### config.mk
export PLATFORM = sky130hd
export DESIGN_NAME = mant_align_seq
export DESIGN_NICKNAME = d
export VERILOG_FILES = /design/src/rtl/fp_align_pkg.sv /design/src/rtl/mant_align_seq_grs_shift_step.sv /design/src/rtl/mant_align_seq.sv
export SDC_FILE = /design/constraint.sdc
export NUM_CORES = 1
export LEC_CHECK = 0
export CAP_MARGIN = 20
export CORE_MARGIN = 2
export CORE_UTILIZATION = 31
export CTS_CLUSTER_DIAMETER = 200
export DETAILED_ROUTE_END_ITERATION = 8
export PLACE_DENSITY = 0.68
export SLEW_MARGIN = 10
export SYNTH_ARGS = -nofsm -noshare
export SYNTH_HDL_FRONTEND = slang
export SYNTH_SLANG_ARGS = --single-unit
### constraint.sdc
create_clock -name clk -period 4.3 [get_ports clk]
set_clock_uncertainty 0.1 [all_clocks]
set_input_delay 1.29 -clock clk [delete_from_list [all_inputs] [get_ports clk]]
set_output_delay 1.29 -clock clk [all_outputs]
set_load 0.02 [all_outputs]
### src/rtl/fp_align_pkg.sv
// Shared definitions for the mantissa alignment unit: FSM state encodings,
// the saturating shift limit and the {guard, round, sticky} bit positions.
package fp_align_pkg;

   localparam int MAN_W_DFLT = 11;
   localparam int EXP_W_DFLT = 5;

   localparam logic [1:0] IDLE  = 2'd0;
   localparam logic [1:0] SHIFT = 2'd1;
   localparam logic [1:0] DONE  = 2'd2;

   localparam int GRS_G = 2;
   localparam int GRS_R = 1;
   localparam int GRS_S = 0;

   // Beyond this many steps every mantissa bit has already landed in sticky.
   function automatic int sat_shift(input int man_w);
      return man_w + 3;
   endfunction

   localparam int SAT_SHIFT = sat_shift(MAN_W_DFLT);

endpackage

### src/rtl/mant_align_seq_grs_shift_step.sv
// One-bit right shift of {sml, g, r, s}; the bit leaving round is folded into sticky.
module grs_shift_step
   import fp_align_pkg::*;
#(
   parameter int MAN_W = MAN_W_DFLT
) (
   input  logic [MAN_W-1:0] sml_in,
   input  logic [2:0]       grs_in,
   output logic [MAN_W-1:0] sml_out,
   output logic [2:0]       grs_out
);

   assign sml_out        = sml_in >> 1;
   assign grs_out[GRS_G] = sml_in[0];
   assign grs_out[GRS_R] = grs_in[GRS_G];
   assign grs_out[GRS_S] = grs_in[GRS_S] | grs_in[GRS_R];

endmodule

### src/rtl/mant_align_seq.sv
// Operand swap and mantissa alignment with guard/round/sticky generation.
// Define ALIGN_FAST_EN to do the whole saturated shift in a single SHIFT cycle.
module mant_align_seq
   import fp_align_pkg::*;
#(
   parameter int MAN_W = MAN_W_DFLT,
   parameter int EXP_W = EXP_W_DFLT
) (
   input  logic             clk,
   input  logic             rst,
   input  logic             in_valid,
   output logic             in_ready,
   input  logic             sign12,
   input  logic [EXP_W:0]   diff,
   input  logic [EXP_W-1:0] expa,
   input  logic [EXP_W-1:0] expb,
   input  logic [MAN_W-1:0] mana,
   input  logic [MAN_W-1:0] manb,
   output logic             out_valid,
   input  logic             out_ready,
   output logic             swapped,
   output logic [EXP_W-1:0] exp_out,
   output logic [MAN_W-1:0] big_man,
   output logic [MAN_W-1:0] sml_man,
   output logic [2:0]       grs
);

   localparam int CW = EXP_W + 1;
   localparam logic [CW-1:0] SAT = CW'(sat_shift(MAN_W));

   logic [1:0]       state;
   logic [CW-1:0]    count;
   logic [CW-1:0]    amt;
   logic [CW-1:0]    amt_sat;
   logic [MAN_W-1:0] step_sml;
   logic [2:0]       step_grs;

   // A set sign12 means diff carries |expa-expb|-1, so add the one back.
   assign amt     = sign12 ? diff + CW'(1) : diff;
   assign amt_sat = (amt > SAT) ? SAT : amt;

   assign in_ready  = (state == IDLE);
   assign out_valid = (state == DONE);

`ifdef ALIGN_FAST_EN
   logic [MAN_W+1:0] wide;
   logic [MAN_W+1:0] wide_sh;
   logic [MAN_W+1:0] lost_mask;

   // {sml, g, r} is one wide field; whatever falls off its low end is sticky.
   always_comb begin
      wide      = {sml_man, 2'b00};
      wide_sh   = wide >> count;
      lost_mask = ~({(MAN_W+2){1'b1}} << count);
      step_sml  = wide_sh[MAN_W+1:2];
      step_grs  = {wide_sh[1], wide_sh[0], (|(wide & lost_mask)) | grs[GRS_S]};
   end
`else
   grs_shift_step #(.MAN_W(MAN_W)) u_step (
      .sml_in  (sml_man),
      .grs_in  (grs),
      .sml_out (step_sml),
      .grs_out (step_grs)
   );
`endif

   always_ff @(posedge clk) begin
      if (rst) begin
         state   <= IDLE;
         count   <= '0;
         swapped <= 1'b0;
         exp_out <= '0;
         big_man <= '0;
         sml_man <= '0;
         grs     <= '0;
      end else begin
         case (state)
            IDLE: begin
               if (in_valid) begin
                  swapped <= sign12;
                  exp_out <= sign12 ? expb : expa;
                  big_man <= sign12 ? manb : mana;
                  sml_man <= sign12 ? mana : manb;
                  grs     <= '0;
                  count   <= amt_sat;
                  state   <= (amt_sat == '0) ? DONE : SHIFT;
               end
            end
            SHIFT: begin
               sml_man <= step_sml;
               grs     <= step_grs;
`ifdef ALIGN_FAST_EN
               count   <= '0;
               state   <= DONE;
`else
               count   <= count - CW'(1);
               if (count == CW'(1))
                  state <= DONE;
`endif
            end
            DONE: begin
               if (out_ready)
                  state <= IDLE;
            end
            default: state <= IDLE;
         endcase
      end
   end

endmodule
# Word-level counts from Yosys, hierarchy flattened
# Index checks and enable logic that the tools add are counted.
# word_totals
wordCells	39
in_bits	43
out_inout_bits	33
ff_bits	39
# classes
reduce_logical	6
bitwise	1
eq_ne	6
n_addsub	2
magnitude_cmp	1
mux	16
# op_table
cell	count
11-bit two-way mux	3
11-bit one-hot mux with 2 select lines	1
6-bit two-way mux	3
6-bit one-hot mux with 2 select lines	1
2-bit two-way mux	4
6-bit by 1-bit adder with 6-bit output (second input constant)	1
6-bit by 1-bit equality test with 1-bit output (second input constant)	1
6-bit by 4-bit greater-than comparator with 1-bit output (second input constant)	1
6-bit logical NOT	1
2-bit one-hot mux with 3 select lines	1
3-bit one-hot mux with 2 select lines	1
6-bit by 1-bit subtractor with 6-bit output (second input constant)	1
5-bit two-way mux	1
2-bit != test (second input constant)	2
2-bit AND reduction	2
3-bit two-way mux	1
3-bit AND reduction	1
2-bit by 1-bit equality test with 1-bit output (second input constant)	1
2-bit equality test (second input constant)	1
2-bit logical NOT	1
2-bit by 1-bit != test with 1-bit output (second input constant)	1
2-bit nonzero test	1
1-bit OR	1

# Longest topological paths before layout
# Gate-level depths: netlist of run 1.
# depth
depth_word	8
depth_mapped	6

# Hierarchy
# Synthesis of run 1 repeated with hierarchy kept, for this count alone.
# unflattened
cells_unflattened	248
hier_area_um2	2142.1
# modules_own_cells
mod	cells_per_inst	instances	area_per_inst_um2	seq_area_each_um2
mant_align_seq	233	1	2034.5	780.7
grs_shift_step	15	1	107.6	0.0

# Least setup slack after synthesis of run 1
# No wires, ideal clock.
# synth_timing
kind	input to register
from	input diff[0]
to	register count[2]
n_path_buf	0
path_slack_ns	1.599
path_stages	5
setup_time_ns	0.146
t_arrival_ns	2.454
t_required_ns	4.054
path_cell_list	ha_1 > and4_1 > or3_1 > a32oi_1 > a41oi_1
# synth_between
elab_chain_cells	6
# synth_rtl
item	line_no	source
start: declaration	mant_align_seq.sv:14	input logic [EXP_W:0] diff,
6-bit by 1-bit adder with 6-bit output	mant_align_seq.sv:39	assign amt = sign12 ? diff + CW'(1) : diff;
6-bit two-way mux (*)	mant_align_seq.sv:39	
6-bit by 4-bit greater-than comparator with 1-bit output	mant_align_seq.sv:40	assign amt_sat = (amt > SAT) ? SAT : amt;
6-bit two-way mux (*)	mant_align_seq.sv:40	
6-bit two-way mux (*)	mant_align_seq.sv:79	if (in_valid) begin
6-bit one-hot mux with 2 select lines (*)	mant_align_seq.sv:77	case (state)
end signal: assignment	mant_align_seq.sv:85	count <= amt_sat;
end signal: assignment	mant_align_seq.sv:96	count <= count - CW'(1);
end: declaration	mant_align_seq.sv:32	logic [CW-1:0] count;
# Mark *: on every way between the ends. The rest lies on a longest branch, timed or not. The select of a mux whose other input is x is not followed.
# A chain may end at the register's enable or synchronous reset.

# Worst setup path in the final report of run 1
# Same ends and word-level chain as after synthesis.

==> impl_metrics.tcl, run 1 <==
set metrics [dict create \
    core.rowCount 29 \
    drive_above_1_share_pct 6.271 \
    drt-pass1-iter-count 4 \
    hold_violations 0 \
    r2r_slack_ns 2.33 \
    numPortBuffers 75 \
    worstPathCellList "clkdlybuf4s50_1 -> ha_1 -> and4_1 -> or3_1 -> a32oi_1 -> a41oi_1" \
    crit_path_max_incr_delay_ns 0.53 \
    setup_violations 0 \
    hold_buffers 0 \
    synthCells 235 \
    synth_ff_type "dfxtp_1" \
    initial_core_util_pct 32.19 \
    period_share_pct 72.47 \
    power_density_nw_per_um2 341.2 \
    remaining_drc_errors 0 \
    placed_cells 372 \
    switching_share_pct 29.78 \
    grt_pass1_vias 1875 \
    vias_per_cell 5.139 \
    syn_area_sq_um 2056 \
    root_buffer "clkbuf_8" \
    cts_setup_buffers 0 \
    wirelength_um 5251 \
    dp_hpwl_um 3836 \
    cts.sinks 39 \
    rsz0062_at_grt "no" \
    ys.warnings.count 0 \
    worst_pin_slew_ns 0.9735 \
    cts_buffers 5 \
    layout_setup_ws_ns 1.184 \
    chipHeight_um 85.44 \
    fill_cells 618 \
    pwr-share-comb_pct 27.9 \
    antenna_cells 0 \
    fin_total_pwr_mw 1.006 \
    power_frac_seq_pct 41.6 \
    stdcell_area_sq_um 2948 \
    final_common_cell "clkdlybuf4s50_1" \
    clk_latency_ns 0.30 \
    grt_max_degree 29 \
    drt_iter0_markers 80 \
    final_cell_mix "clkdlybuf4s50_1, nor2_1, dfxtp_1" \
    tns_ns 0 \
    path_clk_slew_ns 0.08 \
    path_class "in -> reg" \
    cp.arrival_ns 3.17 \
    maxCapViolations 0 \
    overflow 0 \
    peakVddDrop_uv 211.3 \
    finish.utilization_pct 46.16 \
    dpl_worst_slack_ns 0.8543 \
    critPathMaxFanout 8 \
    die_w_um 85.44 \
    slew_violations 0 \
    cts-resized-gates 0 \
    fmax_mhz 320.9 \
    met1_usage_pct 18.65 \
    final_nets 348 \
    final_antenna_net_count 0 \
    antenna_found_initial 0 \
    min-delay-path-class "reg -> reg" \
    dieArea_sq_um 7299 \
    required_ns 4.36 \
    status "complete, no violations" \
    routed-via-count 1953 \
    synthesis.nets 281 \
    finalNonFillerCells 380 \
    async_flop_share_pct 0 \
    p_switching_mw 0.2995 \
    layout_min_cycle_time_ns 3.116 \
    synth_edf_count 0 \
    path_buf_inv 1 \
    p_int_mw 0.7063 \
    worst_setup_path_end_kind "register" \
    tritoncts "done" \
    seq_area_frac_synth_pct 37.98 \
    grt_pass1_wl_um 8790 \
    htreeDepth 2 \
    crit_slowest_cell "clkdlybuf4s50_1" \
    worst_hold_slack_ns 0.3616 \
    ys_ff_latch 39 \
    p_leak_nw 1.139 \
    pwr-share-clk_pct 30.5 \
    grtUsageTotal_pct 14.87 \
    io_pins 76 \
    met3_usage_pct 3.016 \
    area_delta_synth_final_pct 43.40 \
    synth.distinct_cells 44 \
    gr-usage-met2_pct 25.50 \
    path_delay_family "simple AND/OR/NAND/NOR gates" \
    wire_per_inst_um 13.82 \
    place_congestion 0.8730 \
    start_kind "primary input" \
    place_area_sq_um 2835 \
    core_area_sq_um 6386 \
    maxSlewHeadroom_pct 34.90 \
    top_usage_layer "met2" \
    cts_buffer_depth 2 \
    avgSynthCellArea_sq_um 8.748 \
]
==> state kept, by name, indices dropped and copies added, names as in the netlist <==
name and flops:
grs 3, count 6, sml_man 11, exp_out 5, swapped 1, state 2
big_man 11
==> final timing paths <==
check / endpoint / depth (start not counted) / start
worst max-delay path: count[2] / 6 / diff[0]
worst min-delay path: swapped / 2 / swapped
worst max register to register: count[1] / 5 / state[0]
worst min register to register: swapped / 2 / swapped
==> power by group through the flow <==
stage,clock (mW),sequential [mW],combinational [mW]
3_3_place_gp,0,0.426,0.282
4_1_cts,0.316,0.419,0.285
5_1_grt,0.329,0.424,0.309
2_1_floorplan,0,0.452,0.137
6_report,0.306,0.418,0.281
3_5_place_dp,0,0.427,0.283
==> cell usage after synthesis, types with 3 or more instances <==
| master | instances | area share [%] |
|---|---|---|
| a211oi_1 | 16 | 5.8 |
| a21oi_1 | 8 | 1.9 |
| a221oi_1 | 10 | 4.3 |
| a31oi_1 | 4 | 1.2 |
| buf_2 | 11 | 2.7 |
| clkbuf_1 | 7 | 1.3 |
| dfxtp_1 | 39 | 38 |
| ha_1 | 3 | 1.8 |
| inv_1 | 4 | 0.73 |
| mux2i_1 | 28 | 14 |
| nand2_1 | 9 | 1.6 |
| nand3_1 | 4 | 0.97 |
| nor2_1 | 44 | 8.0 |
| nor3_1 | 5 | 1.2 |
| xnor2_1 | 5 | 2.1 |
==> tightest hold or removal path, cell delays in order, from the launching register on <==
cell and delay, ns:
dfxtp_1 0.31, nand2_1 0.05, a21oi_1 0.06
==> metal layers <==
| metal | up-vias | wire length (um) |
|---|---|---|
| met5 | - | 0 |
| met4 | 0 | 71 |
| met1 | 903 | 2455 |
| li1 | 997 | - |
| met3 | 6 | 241 |
| met2 | 47 | 2483 |
==> area by class of cell <==
cell class	count	area (sq um)	area share, %
Tap cell	77	96.34	3.268
Inverter	4	15.01	0.5093
Clock inverter	3	43.79	1.486
Sequential cell	39	780.7	26.49
Multi-Input combinational cell	173	1167	39.60
Timing Repair Buffer	79	775.7	26.32
Clock buffer	5	68.82	2.334
==> cells by family (layout without fill, tap and decap cells) <==
family / count (synthesis) / after routing / synth area share (%)
AO/OA/AOI/OAI: 55 / 55 / 19.84
XOR/XNOR: 6 / 6 / 2.556
adder cells (fa/ha/maj): 3 / 3 / 1.826
buffers and inverters: 23 / 91 / 5.234
flip-flops: 39 / 39 / 37.98
multiplexers: 29 / 29 / 14.18
AND/OR/NAND/NOR: 80 / 80 / 18.38
(Power assumes the default switching activity.)
==> run 2, diff against run 1 <==
==> constraint.sdc (replaced) <==
create_clock -name clk -period 3.2 [get_ports clk]
set_clock_uncertainty 0.1 [all_clocks]
set_input_delay 0.96 -clock clk [delete_from_list [all_inputs] [get_ports clk]]
set_output_delay 0.96 -clock clk [all_outputs]
set_load 0.02 [all_outputs]
==> impl_metrics.tcl, run 2 (same netlist as run 1, synthesis figures left out) <==
set metrics [dict create \
    status "complete, no violations" \
    min-delay-path-class "reg -> reg" \
    final_cell_mix "clkdlybuf4s50_1, nor2_1, dfxtp_1" \
    worst_hold_slack_ns 0.3556 \
    cts_buffer_depth 2 \
    power_density_nw_per_um2 444.1 \
    chipHeight_um 85.44 \
    maxCapViolations 0 \
    required_ns 3.25 \
    crit_path_max_incr_delay_ns 0.51 \
    layout_min_cycle_time_ns 2.738 \
    critPathMaxFanout 6 \
    top_usage_layer "met2" \
    period_share_pct 85.56 \
    gr-usage-met2_pct 25.57 \
    clk_latency_ns 0.29 \
    tritoncts "done" \
    p_leak_nw 1.151 \
    cts_setup_buffers 0 \
    numPortBuffers 75 \
    htreeDepth 2 \
    place_congestion 0.8450 \
    die_w_um 85.44 \
    io_pins 76 \
    path_class "in -> reg" \
    slew_violations 0 \
    worstPathCellList "clkdlybuf4s50_1 -> ha_1 -> and4_1 -> or3_1 -> a32oi_1 -> a41oi_1" \
    hold_violations 0 \
    cts.sinks 39 \
    met1_usage_pct 18.76 \
    final_common_cell "clkdlybuf4s50_1" \
    final_antenna_net_count 0 \
    grt_pass1_wl_um 8942 \
    drive_above_1_share_pct 7.492 \
    setup_violations 0 \
    rsz0062_at_grt "no" \
    cts-resized-gates 0 \
    met3_usage_pct 3.307 \
    core_area_sq_um 6386 \
    dieArea_sq_um 7299 \
    worst_setup_path_end_kind "register" \
    root_buffer "clkbuf_8" \
    finalNonFillerCells 384 \
    vias_per_cell 5.096 \
    core.rowCount 29 \
    wire_per_inst_um 13.85 \
    drt_iter0_markers 103 \
    final_nets 352 \
    peakVddDrop_uv 284.7 \
    wirelength_um 5320 \
    overflow 0 \
    top_regs "big_man: 11 flops, sml_man: 11 flops, count: 6 flops" \
    path_clk_slew_ns 0.08 \
    remaining_drc_errors 0 \
    placed_cells 376 \
    tns_ns 0 \
    crit_slowest_cell "clkdlybuf4s50_1" \
    hold_buffers 0 \
    area_delta_synth_final_pct 44.43 \
    dp_hpwl_um 3874 \
    worst_pin_slew_ns 0.6572 \
    grtUsageTotal_pct 15.09 \
    grt_pass1_vias 1874 \
    initial_core_util_pct 32.19 \
    cts_buffers 5 \
    fmax_mhz 365.2 \
    start_kind "primary input" \
    maxSlewHeadroom_pct 56.05 \
    fin_total_pwr_mw 1.318 \
    drt-pass1-iter-count 4 \
    routed-via-count 1957 \
    cp.arrival_ns 2.79 \
    antenna_found_initial 0 \
    antenna_cells 0 \
    grt_max_degree 37 \
]
-- run 2: changes by cell type in the layout (fill, tap and decap cells not counted), sizes merged --
cell	before	now
clkinv	2	0
buf	5	9
bufinv	1	0
clkbuf	5	7
clkinvlp	0	1
-- run 2: critical path, delay by kind of cell --
kind,cells,cell delay [ns]
fa+ha+maj,1,0.30
simple gates,2,0.60
compound gates,2,0.41
buf+inv,1,0.51
-- run 2: cell type report --
type | instances | area (sq um)
Tap cell | 77 | 96.34
Timing Repair Buffer | 83 | 805.8
Clock buffer | 7 | 96.34
Sequential cell | 39 | 780.7
Multi-Input combinational cell | 173 | 1167
Clock inverter | 1 | 7.507
Fill cell | 618 | 3417
Inverter | 4 | 15.01
-- run 2: per-stage QoR --
stage,utilization [%],setup slack [ns],instance area [sq um]
final,46.49,0.4620,2969
after global routing,46.49,0.3293,2969
after CTS,46.49,0.4697,2969
after detailed placement,44.87,0.1465,2865
after global placement,44.87,0.2138,2865
after floorplan,-,0.8295,2056
-- run 2: path summary, 6_finish.rpt --
kind	from	to	depth (start not counted)	slack, ns
worst min register to register	swapped	swapped	2	0.36
worst max register to register	state[0]	count[2]	3	1.53
worst min-delay path	swapped	swapped	2	0.36
worst max-delay path	diff[1]	count[2]	6	0.46
-- run 2: power breakdown --
| group | switching [mW] | total (mW) | internal [mW] |
|---|---|---|---|
| logic | 0.192 | 0.384 | 0.192 |
| clock network | 0.176 | 0.373 | 0.196 |
| registers | 0.0325 | 0.562 | 0.529 |
| total | 0.401 | 1.32 | 0.917 |
-- run 2: layer usage --
layer	vias to the layer above	part of all wire [%]	wire length (um)
li1	1010	-	-
met1	886	46	2445
met2	54	48	2530
met3	7	4.8	256
met4	0	1.6	86
met5	-	0	0
